--- src/rtl/mem_arbiter.sv ---
// mem_arbiter: arbitrates an instruction-fetch port and a data port onto one
// shared single-port memory. One access is in flight at a time. Data wins
// ties, but a fetch that has lost STARVE_LIMIT tied arbitrations in a row is
// forced through. All outputs are registered.
//
// Handshake: a requester raises x_req with a stable payload and holds it until
// x_ready pulses for one cycle; x_rdata is valid from that cycle onward. On the
// memory side mem_req and its payload stay constant from the cycle after the
// grant until the cycle in which mem_ack=1, and mem_rdata is taken in that
// same cycle.
module mem_arbiter #(
    parameter int XLEN         = 32,
    parameter int STARVE_LIMIT = 4,
    localparam int CNT_W       = $clog2(STARVE_LIMIT + 1)
) (
    input  logic             clk,
    input  logic             reset,
    input  logic             if_req,
    input  logic [31:0]      if_addr,
    output logic             if_ready,
    output logic [XLEN-1:0]  if_rdata,
    input  logic             d_req,
    input  logic             d_we,
    input  logic [3:0]       d_amp,
    input  logic [31:0]      d_addr,
    input  logic [XLEN-1:0]  d_wdata,
    output logic             d_ready,
    output logic [XLEN-1:0]  d_rdata,
    output logic             mem_req,
    output logic             mem_we,
    output logic [3:0]       mem_amp,
    output logic [31:0]      mem_addr,
    output logic [XLEN-1:0]  mem_wdata,
    input  logic             mem_ack,
    input  logic [XLEN-1:0]  mem_rdata,
    output logic [1:0]       o_dbg_state,
    output logic [CNT_W-1:0] o_dbg_starve_cnt
);

    typedef enum logic [1:0] {
        IDLE    = 2'd0,
        BUSY_IF = 2'd1,
        BUSY_D  = 2'd2
    } state_t;

    localparam logic [CNT_W-1:0] LIMIT_C = CNT_W'(STARVE_LIMIT);

    state_t           r_state;
    state_t           w_next_state;
    logic             w_grant_if;
    logic             w_grant_d;
    logic             w_if_done;
    logic             w_d_done;
    logic             w_if_elig;
    logic             w_d_elig;

    logic             r_if_ready;
    logic [XLEN-1:0]  r_if_rdata;
    logic             r_d_ready;
    logic [XLEN-1:0]  r_d_rdata;
    logic             r_mem_req;
    logic             r_mem_we;
    logic [3:0]       r_mem_amp;
    logic [31:0]      r_mem_addr;
    logic [XLEN-1:0]  r_mem_wdata;
    logic [CNT_W-1:0] r_starve_cnt;

    // A request whose ready pulse is up right now is the one just finished,
    // not a new one, so it must not be granted again.
    assign w_if_elig = if_req && !r_if_ready;
    assign w_d_elig  = d_req && !r_d_ready;

    // State register.
    always_ff @(posedge clk) begin
        if (!reset) begin
            r_state <= IDLE;
        end else begin
            r_state <= w_next_state;
        end
    end

    // Next-state logic: arbitration in IDLE, wait for mem_ack while busy.
    always_comb begin
        w_next_state = r_state;
        w_grant_if   = 1'b0;
        w_grant_d    = 1'b0;
        w_if_done    = 1'b0;
        w_d_done     = 1'b0;
        case (r_state)
            IDLE: begin
                if (w_d_elig && w_if_elig) begin
                    if (r_starve_cnt == LIMIT_C) begin
                        w_grant_if = 1'b1;
                    end else begin
                        w_grant_d = 1'b1;
                    end
                end else if (w_d_elig) begin
                    w_grant_d = 1'b1;
                end else if (w_if_elig) begin
                    w_grant_if = 1'b1;
                end
                if (w_grant_if) begin
                    w_next_state = BUSY_IF;
                end else if (w_grant_d) begin
                    w_next_state = BUSY_D;
                end
            end
            BUSY_IF: begin
                if (mem_ack) begin
                    w_if_done    = 1'b1;
                    w_next_state = IDLE;
                end
            end
            BUSY_D: begin
                if (mem_ack) begin
                    w_d_done     = 1'b1;
                    w_next_state = IDLE;
                end
            end
            default: begin
                w_next_state = IDLE;
            end
        endcase
    end

    // Memory request/payload registers and per-port completion outputs.
    always_ff @(posedge clk) begin
        if (!reset) begin
            r_mem_req   <= 1'b0;
            r_mem_we    <= 1'b0;
            r_mem_amp   <= 4'b0000;
            r_mem_addr  <= 32'd0;
            r_mem_wdata <= '0;
            r_if_ready  <= 1'b0;
            r_if_rdata  <= '0;
            r_d_ready   <= 1'b0;
            r_d_rdata   <= '0;
        end else begin
            r_if_ready <= 1'b0;
            r_d_ready  <= 1'b0;
            if (w_grant_if) begin
                r_mem_req   <= 1'b1;
                r_mem_we    <= 1'b0;
                r_mem_amp   <= 4'b0000;
                r_mem_addr  <= if_addr;
                r_mem_wdata <= '0;
            end else if (w_grant_d) begin
                r_mem_req   <= 1'b1;
                r_mem_we    <= d_we;
                r_mem_amp   <= d_amp;
                r_mem_addr  <= d_addr;
                r_mem_wdata <= d_wdata;
            end
            if (w_if_done) begin
                r_mem_req  <= 1'b0;
                r_if_ready <= 1'b1;
                r_if_rdata <= mem_rdata;
            end
            if (w_d_done) begin
                r_mem_req <= 1'b0;
                r_d_ready <= 1'b1;
                // A store completes without disturbing the last load result.
                if (!r_mem_we) begin
                    r_d_rdata <= mem_rdata;
                end
            end
        end
    end

    // Count data grants taken while a fetch was also asking; saturates.
    always_ff @(posedge clk) begin
        if (!reset) begin
            r_starve_cnt <= '0;
        end else if (w_grant_if) begin
            r_starve_cnt <= '0;
        end else if (w_grant_d) begin
            if (!if_req) begin
                r_starve_cnt <= '0;
            end else if (r_starve_cnt != LIMIT_C) begin
                r_starve_cnt <= r_starve_cnt + CNT_W'(1);
            end
        end
    end

    assign if_ready         = r_if_ready;
    assign if_rdata         = r_if_rdata;
    assign d_ready          = r_d_ready;
    assign d_rdata          = r_d_rdata;
    assign mem_req          = r_mem_req;
    assign mem_we           = r_mem_we;
    assign mem_amp          = r_mem_amp;
    assign mem_addr         = r_mem_addr;
    assign mem_wdata        = r_mem_wdata;
    assign o_dbg_state      = r_state;
    assign o_dbg_starve_cnt = r_starve_cnt;

endmodule

--- config.mk ---
export PLATFORM = sky130hd
export DESIGN_NAME = mem_arbiter
export DESIGN_NICKNAME = d
export VERILOG_FILES = /design/src/rtl/mem_arbiter.sv
export SDC_FILE = /design/constraint.sdc
export NUM_CORES = 1
export LEC_CHECK = 0
export ABC_AREA = 1
export BUFFER_PORTS_ARGS = -buffer_cell sky130_fd_sc_hd__buf_2
export CELL_PAD_IN_SITES_DETAIL_PLACEMENT = 0
export CELL_PAD_IN_SITES_GLOBAL_PLACEMENT = 1
export CORE_MARGIN = 2
export CORE_UTILIZATION = 28
export CTS_BUF_LIST = sky130_fd_sc_hd__clkbuf_8 sky130_fd_sc_hd__clkbuf_16
export CTS_CLUSTER_DIAMETER = 50
export DETAILED_ROUTE_END_ITERATION = 16
export HOLD_SLACK_MARGIN = 0.15
export MAX_ROUTING_LAYER = met4
export PLACE_DENSITY_LB_ADDON = 0.1
export SLEW_MARGIN = 30
export SYNTH_ARGS = -nofsm -noshare
export SYNTH_HDL_FRONTEND = slang
export SYNTH_SLANG_ARGS = --single-unit
--- constraint.sdc ---
create_clock -name clk -period 1.3 [get_ports clk]
set_input_delay 0.13 -clock clk [delete_from_list [all_inputs] [get_ports clk]]
set_output_delay 0.13 -clock clk [all_outputs]
set_load 0.02 [all_outputs]
== Yosys cells after proc, flatten, opt, wreduce, memory -nomap -nowiden ==
Cells that the tools add are included.

* Register bits: 141
* Bits of input ports: 138
* Output and inout bits: 141
* Logic and storage cells: 60

* Add/subtract/negate cells: 1
* Eq/ne operators: 7
* Mux-type cells: 26
* Bitwise operators: 2
* Reductions and logical operators: 13

{| class="wikitable"
|+ Operator list
! cell !! number
|-
| $mux 32 || 2
|-
| $mux 1 || 18
|-
| $mux 2 || 3
|-
| $mux 3 || 2
|-
| $reduce_and 2->1 || 3
|-
| $ne 2x1->1 const B || 2
|-
| $pmux 2 s2 || 1
|-
| $reduce_or 2->1 || 2
|-
| $add 3x1->3 const B || 1
|-
| $eq 3x3->1 const B || 1
|-
| $logic_and 1x1->1 || 3
|-
| $ne 3x1->1 const B || 1
|-
| $ne 3x3->1 const B || 1
|-
| $reduce_or 3->1 || 1
|-
| $eq 2x1->1 const B || 1
|-
| $eq 2x2->1 const B || 1
|-
| $logic_not 1->1 || 2
|-
| $logic_not 2->1 || 1
|-
| $not 1->1 || 2
|-
| $reduce_bool 2->1 || 1
|}

== Logic depth before layout (Yosys ltp) ==
* Depth after elaboration: 8
* Gate-level depth with buffers: 10
* Gate-level depth less buffers: 9

== Worst setup path before layout ==
Ideal clock, no wire load.

* Path type: reg2reg
* Start: register r_state[0], in the netlist o_dbg_state[0]
* End: register r_mem_addr[1], in the netlist mem_addr[1]
* Setup time: 0.128 ns
* Arrival time: 1.478 ns
* Data required time: 1.172 ns
* Slack: -0.306 ns
* Cell stages (with the launch flop): 11
* Path buffers: 2
* Clock period less this slack: 1.606 ns
* Cells stage by stage: dfxtp_1 -> inv_1 -> ha_1 -> inv_2 -> nor2_4 -> buf_6 -> buf_4 -> nand3_1 -> nand2_1 -> nor2_1 -> nor2_1

* Word-level cells in the longest chain between the ends: 3
* Elaborated cells on any way between the ends: 5
* Those cells by class: mux (3); reduce/logical (2)

{| class="wikitable"
|+ RTL lines
! item !! line !! source
|-
| start, declared || 48 || <nowiki>state_t r_state;</nowiki>
|-
| start signal, assigned || 78 || <nowiki>r_state <= w_next_state;</nowiki>
|-
| $logic_not 2->1 (*) || 89 || <nowiki>case (r_state)</nowiki>
|-
| $mux 1 || 89 ||
|-
| $mux 32 / $reduce_bool 2->1 (equally long branches) || - ||
|-
| end signal, assigned || 145 || <nowiki>r_mem_addr <= if_addr;</nowiki>
|-
| end signal, assigned || 151 || <nowiki>r_mem_addr <= d_addr;</nowiki>
|-
| end, declared || 64 || <nowiki>logic [31:0] r_mem_addr;</nowiki>
|}

Mark *: on every way between the ends. The rest lies on a longest branch, timed or not.
A chain may end at the register's enable or synchronous reset.

== Worst setup path after layout ==
* Start: register r_state[0], in the netlist o_dbg_state[0]
* End: register r_mem_amp[1], in the netlist mem_amp[1]

* Word-level cells in the longest chain between the ends: 3
* Elaborated cells on any way between the ends: 4
* Those cells by class: mux (2); reduce/logical (2)

{| class="wikitable"
|+ RTL lines
! item !! line !! source
|-
| $logic_not 2->1 (*) || 89 ||
|-
| $mux 1 || 89 ||
|-
| $reduce_or 2->1 (no source line) || - ||
|-
| end signal, assigned || 150 || <nowiki>r_mem_amp <= d_amp;</nowiki>
|-
| end, declared || 63 || <nowiki>logic [3:0] r_mem_amp;</nowiki>
|}

Marked as above.

==> impl_metrics.json <==
{
  "status": "finished, violations left",
  "failed_checks": "negative setup slack",
  "ys_seq_elements": 141,
  "cellLeakagePower_nw": 5.09,
  "timing.setup.critical_path_class": "flop to flop",
  "io_buf_count": 278,
  "vias": 6564,
  "ys.warnings.count": 0,
  "netlist_instances": 765,
  "finish.instance_area_mm2": 0.0106,
  "synth_top_cells_by_area": "sky130_fd_sc_hd__dfxtp_1 (49%), sky130_fd_sc_hd__nand3_1 (12%), sky130_fd_sc_hd__nor2_1 (8.5%)",
  "cp_cell_sequence": "inv_4 -> ha_4 -> inv_6 -> nor2_4 -> buf_12 -> nand2_4 -> buf_12 -> nand2_1 -> a21oi_1",
  "grt_antenna_before_repair": 0,
  "worst_pin_slew_ns": 0.391,
  "layout_commonest_cell": "sky130_fd_sc_hd__buf_2",
  "fp.dieW_um": 147,
  "critical_path.max_stage_delay_ns": 0.35,
  "crit_required_ns": 1.61,
  "globalRoute.totalOverflow": 0,
  "synth.cell_area_mm2": 0.00572,
  "track_usage": 0.192,
  "clock_tree.buffer_depth": 2,
  "place_congestion": 0.756,
  "crit_path_start_kind": "flop",
  "grt_max_degree": 34,
  "cts.clk_slew.worst_paths_ns": 0.06,
  "layout-area-overhead-vs-synth_pct": 85.2,
  "relSlewSlack": 0.739,
  "setup_ws_ns": -0.120,
  "vias_per_cell": 4.39,
  "critical_path_top_delay_cell": "sky130_fd_sc_hd__dfxtp_4",
  "hold_fails_final_rpt": 0,
  "die_h_um": 147,
  "drc": 0,
  "clock_insertion_delay_worst_skew_ns": 0.41,
  "wire_length_of_the_first_global_routing_pass_um": 32600,
  "final_antenna_net_count": 0,
  "share_of_the_yosys_chip_area_belonging_to_registers": 0.493,
  "worst-endpoint-arrival_ns": 1.73,
  "finish.net_count": 1354,
  "final.period_utilization": 1.09,
  "routedWlPerCell_um": 14.4,
  "cts_root_buffer": "sky130_fd_sc_hd__clkbuf_16",
  "fin_skew_ns": 0.00810,
  "die_area_mm2": 0.0216,
  "total_power_mw": 18.8,
  "synth.net_count": 908,
  "initial_core_util": 0.284,
  "finalWorstPathRequiredPeriod_ns": 1.42,
  "synthDominantAreaCellType": "sky130_fd_sc_hd__dfxtp_1",
  "netlist.area_leader.share": 0.493,
  "n_antenna_cell": 0,
  "floorplan.rows": 52,
  "final_max_slew_viol_count": 0,
  "dpl.hpwl_um": 12900,
  "tritoncts_num_sinks": 141,
  "hp-class": "input port to flop",
  "maxCapViolations": 0,
  "placement.cell_area_mm2": 0.00771,
  "layout_common_cells": "sky130_fd_sc_hd__buf_2 (276), sky130_fd_sc_hd__dfxtp_1 (137), sky130_fd_sc_hd__dlygate4sd3_1 (135)",
  "cts_tree": "built",
  "boundaryPins": 279,
  "setup_viol": 105,
  "via_count_of_the_first_global_routing_pass": 6409,
  "cts_inserted_buffers": 17,
  "drt_first_iter_violations": 226,
  "route.final.wire_length_um": 21600,
  "postSynthAreaPerCell_um2": 7.48,
  "final_layout_size_suffix_gt1_frac": 0.394,
  "power.density_mw_per_mm2": 1770,
  "crit_path_max_fanout": 13,
  "first_pass_iters": 4,
  "yosys.cell_types.count": 23,
  "htreeDepth": 4,
  "dpl_worst_slack_ns": -0.148,
  "core_area_mm2": 0.0202,
  "power.ir.vdd_worst_mv": 0.845,
  "critical_path.endpoint_type": "flop",
  "unrepaired_setup_endpoints_after_global_routing": "yes",
  "worst_path_most_repeated_cell": "sky130_fd_sc_hd__buf_12",
  "fmax_ghz": 0.704
}
[registers in the layout, indices dropped and copies added, names as in the netlist, 2 cells and up]
name / count
o_dbg_starve_cnt: 3
d_rdata: 32
if_rdata: 32
mem_amp: 4
o_dbg_state: 2
mem_wdata: 32
mem_addr: 32
[area by class of cell]
class	instances	area (um2)
clock inverters	15	158
flip-flops and latches	141	2840
fillers	1935	9570
inverters	65	265
clock buffers	17	425
well taps	270	338
repair buffers	479	3800
multi-input cells	507	2780
[layer usage]
metal / up-vias / GRT usage / share of wire
li1: 3369 / - / -
met5: - / - / 0
met3: 16 / 0.0472 / 0.056
met4: 0 / 0.0452 / 0.011
met1: 2984 / 0.242 / 0.45
met2: 195 / 0.313 / 0.49
[Yosys cell counts, drive strengths merged]
cell type	instances
clkbuf	15
nor3	1
nand3	136
a21oi	61
inv	65
nand2	116
ha	5
nand4	2
nor2	134
o21ai	51
buf	37
xor2	1
dfxtp	141
[critical path: cells and delay by family (launching register included)]
kind | cells | cell delay [ns]
flops | 1 | 0.35
fa+ha+maj | 1 | 0.16
compound gates | 1 | 0.05
simple gates | 3 | 0.28
buf+inv | 4 | 0.46
[stage by stage]
| stage | TNS (ns) | utilization | std cells | hold WS (ns) |
|---|---|---|---|---|
| floorplan | -1.12 | - | 765 | 0.233 |
| CTS | -6.23 | 0.502 | 1484 | 0.177 |
| global placement | -4.13 | 0.382 | 1303 | 0.345 |
| finish | -7.64 | 0.526 | 1494 | 0.201 |
| detailed placement | -5.81 | 0.382 | 1303 | 0.339 |
| global route | -16.38 | 0.526 | 1494 | 0.194 |
[cells by family (layout without fill, tap and decap cells)]
kind of cell,count (synthesis),after routing,synth area share
AOI/OAI and AO/OA,112,112,0.0999
xor gates and xnor gates,1,1,0.00153
adders and majority gates,5,5,0.0109
buffers and inverters,117,576,0.0999
DFF,141,141,0.493
and+or+nand+nor,389,389,0.295
[report_power, final]
part | internal (mW) | switching (mW) | leakage, nW | total, mW
Combinational | 3.59 | 4.66 | 3.66 | 8.26
Sequential | 5.24 | 0.456 | 1.15 | 5.69
Clock | 2.71 | 2.10 | 0.278 | 4.81
[final timing paths]
kind,start,to,slack [ns],depth (start not counted)
worst min-delay path,if_req,o_dbg_starve_cnt[2],0.20,4
worst max register to register,o_dbg_state[0],mem_amp[1],-0.12,9
worst min register to register,mem_wdata[19],mem_wdata[19],0.45,2
worst max-delay path,o_dbg_state[0],mem_amp[1],-0.12,9
[what timing repair did]
item                       4_1_cts  5_1_grt
cloned                           6        8
setup buffers                    8        3
pin swaps                       12       17
hold buffers                   135        0
setup endpoints to repair      105      141
resized for setup               85       76
hold endpoints to repair       137        0
Note: power is estimated with default switching activity, not from simulation.
